<file path="src/rtl/instr_fetch_mem.sv">
// Instruction memory with request/response fetch port, fixed read latency, program-load port
// and fetch flush. Reset reloads the boot image; fetch and load are serialised by one FSM.
module instr_fetch_mem #(
    parameter int DATA_W  = 8,
    parameter int ADDR_W  = 8,
    parameter int DEPTH   = 256,
    parameter int LATENCY = 1
) (
    input  logic              clk,
    input  logic              rst,
    input  logic              req_valid,
    input  logic [ADDR_W-1:0] req_addr,
    output logic              req_ready,
    output logic              resp_valid,
    input  logic              resp_ready,
    output logic [DATA_W-1:0] resp_data,
    output logic              resp_err,
    input  logic              flush,
    input  logic              ld_en,
    input  logic [ADDR_W-1:0] ld_addr,
    input  logic [DATA_W-1:0] ld_data,
    output logic              ld_ready
);

    localparam int IDX_W = (DEPTH > 1) ? $clog2(DEPTH) : 1;

    typedef enum logic [1:0] {S_IDLE, S_WAIT, S_RESP} state_t;

    state_t            r_state;
    logic [2:0]        r_cnt;
    logic [ADDR_W-1:0] r_addr_q;
    logic              r_resp_valid;
    logic [DATA_W-1:0] r_resp_data;
    logic              r_resp_err;
    logic [DATA_W-1:0] r_mem [DEPTH];

    logic              w_idle;
    logic              w_ld_fire;
    logic              w_req_fire;
    logic [ADDR_W-1:0] w_rd_addr;
    logic              w_rd_err;
    logic [DATA_W-1:0] w_rd_data;

    function automatic logic in_range(input logic [ADDR_W-1:0] addr);
        return 32'(addr) < DEPTH;
    endfunction

    function automatic logic [DATA_W-1:0] boot_word(input int idx);
        case (idx)
            0:       return DATA_W'(8'h1B);
            1:       return DATA_W'(8'h73);
            2:       return DATA_W'(8'h4E);
            3:       return DATA_W'(8'hC5);
            4:       return DATA_W'(8'h0C);
            5:       return DATA_W'(8'h59);
            default: return '0;
        endcase
    endfunction

    assign w_idle     = (r_state == S_IDLE);
    assign ld_ready   = w_idle;
    assign req_ready  = w_idle & ~ld_en & ~flush;
    assign w_ld_fire  = ld_en & w_idle & in_range(ld_addr);
    assign w_req_fire = req_valid & req_ready;

    // With LATENCY==1 the word is captured on the accept edge, so read straight from req_addr.
    assign w_rd_addr  = w_idle ? req_addr : r_addr_q;
    assign w_rd_err   = ~in_range(w_rd_addr);
    assign w_rd_data  = w_rd_err ? '0 : r_mem[w_rd_addr[IDX_W-1:0]];

    assign resp_valid = r_resp_valid;
    assign resp_data  = r_resp_data;
    assign resp_err   = r_resp_err;

    // NOTE: the array is reset to the boot image, so it maps to flops, not a RAM macro.
    always_ff @(posedge clk or posedge rst) begin
        if (rst) begin
            for (int i = 0; i < DEPTH; i++) begin
                r_mem[i] <= boot_word(i);
            end
        end else if (w_ld_fire) begin
            r_mem[ld_addr[IDX_W-1:0]] <= ld_data;
        end
    end

    // NOTE: sequential state uses <= so every register samples pre-edge values.
    always_ff @(posedge clk or posedge rst) begin
        if (rst) begin
            r_state      <= S_IDLE;
            r_cnt        <= '0;
            r_addr_q     <= '0;
            r_resp_valid <= 1'b0;
            r_resp_data  <= '0;
            r_resp_err   <= 1'b0;
        end else begin
            case (r_state)
                S_IDLE: begin
                    if (w_req_fire) begin
                        r_addr_q <= req_addr;
                        if (LATENCY == 1) begin
                            r_state      <= S_RESP;
                            r_resp_valid <= 1'b1;
                            r_resp_data  <= w_rd_data;
                            r_resp_err   <= w_rd_err;
                        end else begin
                            r_state <= S_WAIT;
                            r_cnt   <= 3'(LATENCY - 1);
                        end
                    end
                end
                S_WAIT: begin
                    if (flush) begin
                        r_state <= S_IDLE;
                        r_cnt   <= '0;
                    end else if (r_cnt == 3'd1) begin
                        r_state      <= S_RESP;
                        r_cnt        <= '0;
                        r_resp_valid <= 1'b1;
                        r_resp_data  <= w_rd_data;
                        r_resp_err   <= w_rd_err;
                    end else begin
                        r_cnt <= r_cnt - 3'd1;
                    end
                end
                S_RESP: begin
                    // Data/err keep their last value after leaving RESP.
                    if (flush || resp_ready) begin
                        r_state      <= S_IDLE;
                        r_resp_valid <= 1'b0;
                    end
                end
                default: begin
                    r_state      <= S_IDLE;
                    r_resp_valid <= 1'b0;
                end
            endcase
        end
    end

endmodule

</file>
<file path="config.mk">
export PLATFORM = sky130hd
export DESIGN_NAME = instr_fetch_mem
export DESIGN_NICKNAME = d
export VERILOG_FILES = /design/src/rtl/instr_fetch_mem.sv
export SDC_FILE = /design/constraint.sdc
export NUM_CORES = 2
export LEC_CHECK = 0
export ABC_CLOCK_PERIOD_IN_PS = 160500
export CAP_MARGIN = 20
export CORE_MARGIN = 1.5
export CORE_UTILIZATION = 40
export DETAILED_ROUTE_END_ITERATION = 16
export SYNTH_ARGS = -nofsm -noshare
export SYNTH_HDL_FRONTEND = slang
export SYNTH_SLANG_ARGS = --single-unit
</file>
<file path="constraint.sdc">
create_clock -name clk -period 160.5 [get_ports clk]
set_clock_uncertainty 0.15 [all_clocks]
set_input_delay 40.125 -clock clk [delete_from_list [all_inputs] [get_ports clk]]
set_output_delay 40.125 -clock clk [all_outputs]
set_load 0.05 [all_outputs]
</file>
==> results.yml <==
worst_setup_path:
  path_cells: "clkdlybuf4s50_1 > nor3_1 > clkdlybuf4s50_1"
  path_delay_family: "buffers and inverters"
  reg2reg_slack_ns: 153.51
  crit_slowest_cell: "clkdlybuf4s50_1"
  crit_top_cell: "clkdlybuf4s50_1"
  arrival_ns: 41.71
  crit_buf_inv: 2
  endpoint_kind: "primary output"
  cp.required_ns: 120.22
  cp-start-kind: "primary input"
  crit_path_max_fanout: 3
  max_stage_delay_ns: 0.87
  crit_type: "primary input to primary output"
sta:
  relSlewSlack_pct: 21.1
  fin_setup_tns_ns: 0
  rsz0062_at_grt: "false"
  tightest_slew_ns: 1.17
  period_needed_ns: 81.98
  fmax_ghz: 0.0122
  finalHoldViolCount: 0
  layout_setup_ws_ns: 78.52
  post-route-period-util_pct: 51.1
  drv_slew: 0
  finalSetupViolCount: 0
final_layout:
  ff_latch_area_mm2: 0.0517
  area_delta_synth_final_pct: 10.7
  multi_input_area_mm2: 0.0419
  nNetsFinal: 7827
  n_fill_cell: 21700
  drive_gt1_share_pct: 33.5
routing:
  postRouteAntennaNets: 0
  wl_per_cell_um: 26.1
  drc_errors: 0
  num_vias: 65400
  finalWirelength_um: 291000
  drt_iter0_drc: 6056
  drt_first_pass_iters: 8
  viasPerCell: 5.87
yosys:
  synth.distinct_cells: 64
  yosysSeqAreaShare_pct: 53.7
  synth_area_leaders: "dfrtp_1, mux2_2, nand2_1"
  yosysTopAreaCell: "dfrtp_1"
  synth_seq_cells: 2065
  synth_edf_count: 0
  synthCells: 8003
  syn_avg_cell_area_um2: 12.0
  synthAdderAreaFrac_pct: 0
  netlist_area_mm2: 0.0962
  synthArstFlopShare_pct: 100
  synth.mux.area_fraction_pct: 29.1
  yosysWarnings: 0
  synth_top_family_by_area: "multiplexers"
  syn_nets: 8033
  synthFlopType: "dfrtp_1"
  synth_xor_area_share_pct: 0
  synth-simple-area-share_pct: 9.41
  synth_compound_area_share_pct: 4.75
  synth_top_area_share_pct: 53.1
clock_tree:
  cts.sinks: 2065
  post_cts.repair.setup_buffers: 0
  cts_root_buf: "clkbuf_16"
  cts.path.max_buffers: 3
  path_clk_slew_ns: 0.06
  ctsResizeCount: 0
  cts_hold_buf: 0
  cts_inserted_buffers: 212
  insertion_delay_ns: 0.87
  cts_tree: "built"
  htree_levels: 4
placed_design:
  place_congestion: 0.848
  dp_worst_setup_slack_ns: 78.51
  hpwl_um: 171000
  port_buffers: 40
worst_hold_path:
  hp-class: "flip-flop to flip-flop"
floorplan:
  die_area_mm2: 0.244
  fp.dieH_um: 494
  start_util_pct: 40.3
  num_rows: 179
  die_w_um: 494
  boundaryPins: 42
  coreArea_mm2: 0.239
power:
  ir_drop_mv: 0.00976
  powerDensity_mw_per_mm2: 11.2
  power.leakage_nw: 50.2
grt:
  grt_start_max_net_pins: 179
  grt_pass1_vias: 65800
  grt_pass1_wl_um: 438000
  grt_overflow: 0
  antenna_found_initial: 8
  gr-usage-all-layers_pct: 23.7
run:
  maxCapViolCount: 0
status:
  outcome: "completed"
-- report_power, final --
part / total, mW / switching (mW) / internal, mW
clock: 0.503 / 0.214 / 0.290
sequential: 0.558 / 0.0135 / 0.544
combinational: 0.134 / 0.0916 / 0.0422
-- synthesized netlist by cell type, drive strengths merged, types with 2 or more instances --
cell     number
a211o         4
o41ai         6
o311ai        3
a32oi         3
a31oi        37
o221a         8
o221ai       89
mux2       2054
dfrtp      2042
nand2      1363
and2          3
and3         12
o21a          6
nand2b       11
nor4         61
mux2i       368
a41oi         3
dfstp        23
a221oi        2
o22ai        83
o32a          3
o311a         3
nand4        11
a21oi       304
o211a         5
a2111oi      11
o32ai         6
or3           4
nor3         60
a211oi       20
clkbuf      319
o31ai         3
nor2b         6
inv           5
mux4         54
o21ai        38
a311oi       56
buf         291
or4           7
nor2        138
nand3       470
-- path summary, 6_finish.rpt --
check / end / from / cells past startpoint
max: req_ready / flush / 3
min: r_mem[1200]$_DFFE_PP0P_ / r_mem[1200]$_DFFE_PP0P_ / 1
max reg2reg: resp_data[2]$_DFFE_PP0P_ / resp_valid$_DFFE_PP0P_ / 13
min reg2reg: r_mem[1200]$_DFFE_PP0P_ / r_mem[1200]$_DFFE_PP0P_ / 1
min in group asynchronous: r_mem[822]$_DFFE_PP0P_ / rst / 2
max in group asynchronous: r_mem[1458]$_DFFE_PP0P_ / rst / 6
-- routing by layer --
metal,share of wire (%),global-route usage (%)
met3,6.0,3.58
met5,0.0072,0
met1,43,32.5
met2,47,37.4
met4,4.3,9.93
-- state kept, by name, summed over array words and instances (netlist names) --
register / count
r_addr_q: 8
r_mem: 2048
resp_data: 8
resp_valid: 1
-- placed cells by master (no fill, tap or decap), drive strengths merged, types with 12 or more instances in the layout --
cell	synthesis	layout
clkdlybuf4s50	0	32
mux2i	368	368
mux4	54	54
clkinv	0	40
clkbuf	319	333
o22ai	83	83
nor4	61	61
and3	12	12
a311oi	56	56
o221ai	89	89
mux2	2054	2054
dfstp	23	23
a31oi	37	37
nor2	138	138
nand3	470	470
dfrtp	2042	2042
a211oi	20	20
nand2	1363	1363
o21ai	38	38
buf	291	157
inv	5	12
a21oi	304	304
nor3	60	60
-- kinds of logic after synthesis --
| group | after synthesis |
|---|---|
| AO/OA/AOI/OAI | 698 |
| buffers and inverters | 615 |
| flip-flops | 2065 |
| multiplexers | 2476 |
| other | 1 |
| AND/OR/NAND/NOR | 2148 |
-- stage by stage --
stage	cell area, µm²	total power [mW]	util [%]	instances	hold WS (ns)
after floorplan	96200	0.653	-	8003	0.312
final	107000	1.19	44.7	11100	0.349
after global placement	99200	0.696	41.6	10700	0.326
after CTS	106000	1.20	44.6	11100	0.351
after global routing	107000	1.24	44.7	11100	0.354
after detailed placement	99300	0.700	41.6	10700	0.337
-- final cells by class --
type	count	share of cell area, %
sequential	2065	48.5
multi-input combinational	5323	39.3
clock buffer	332	5.97
tap	3167	3.72
timing repair buffer	190	1.70
clock inverter	59	0.701
inverter	5	0.0247
antenna	3	0.00705
(Power assumes the default switching activity.)
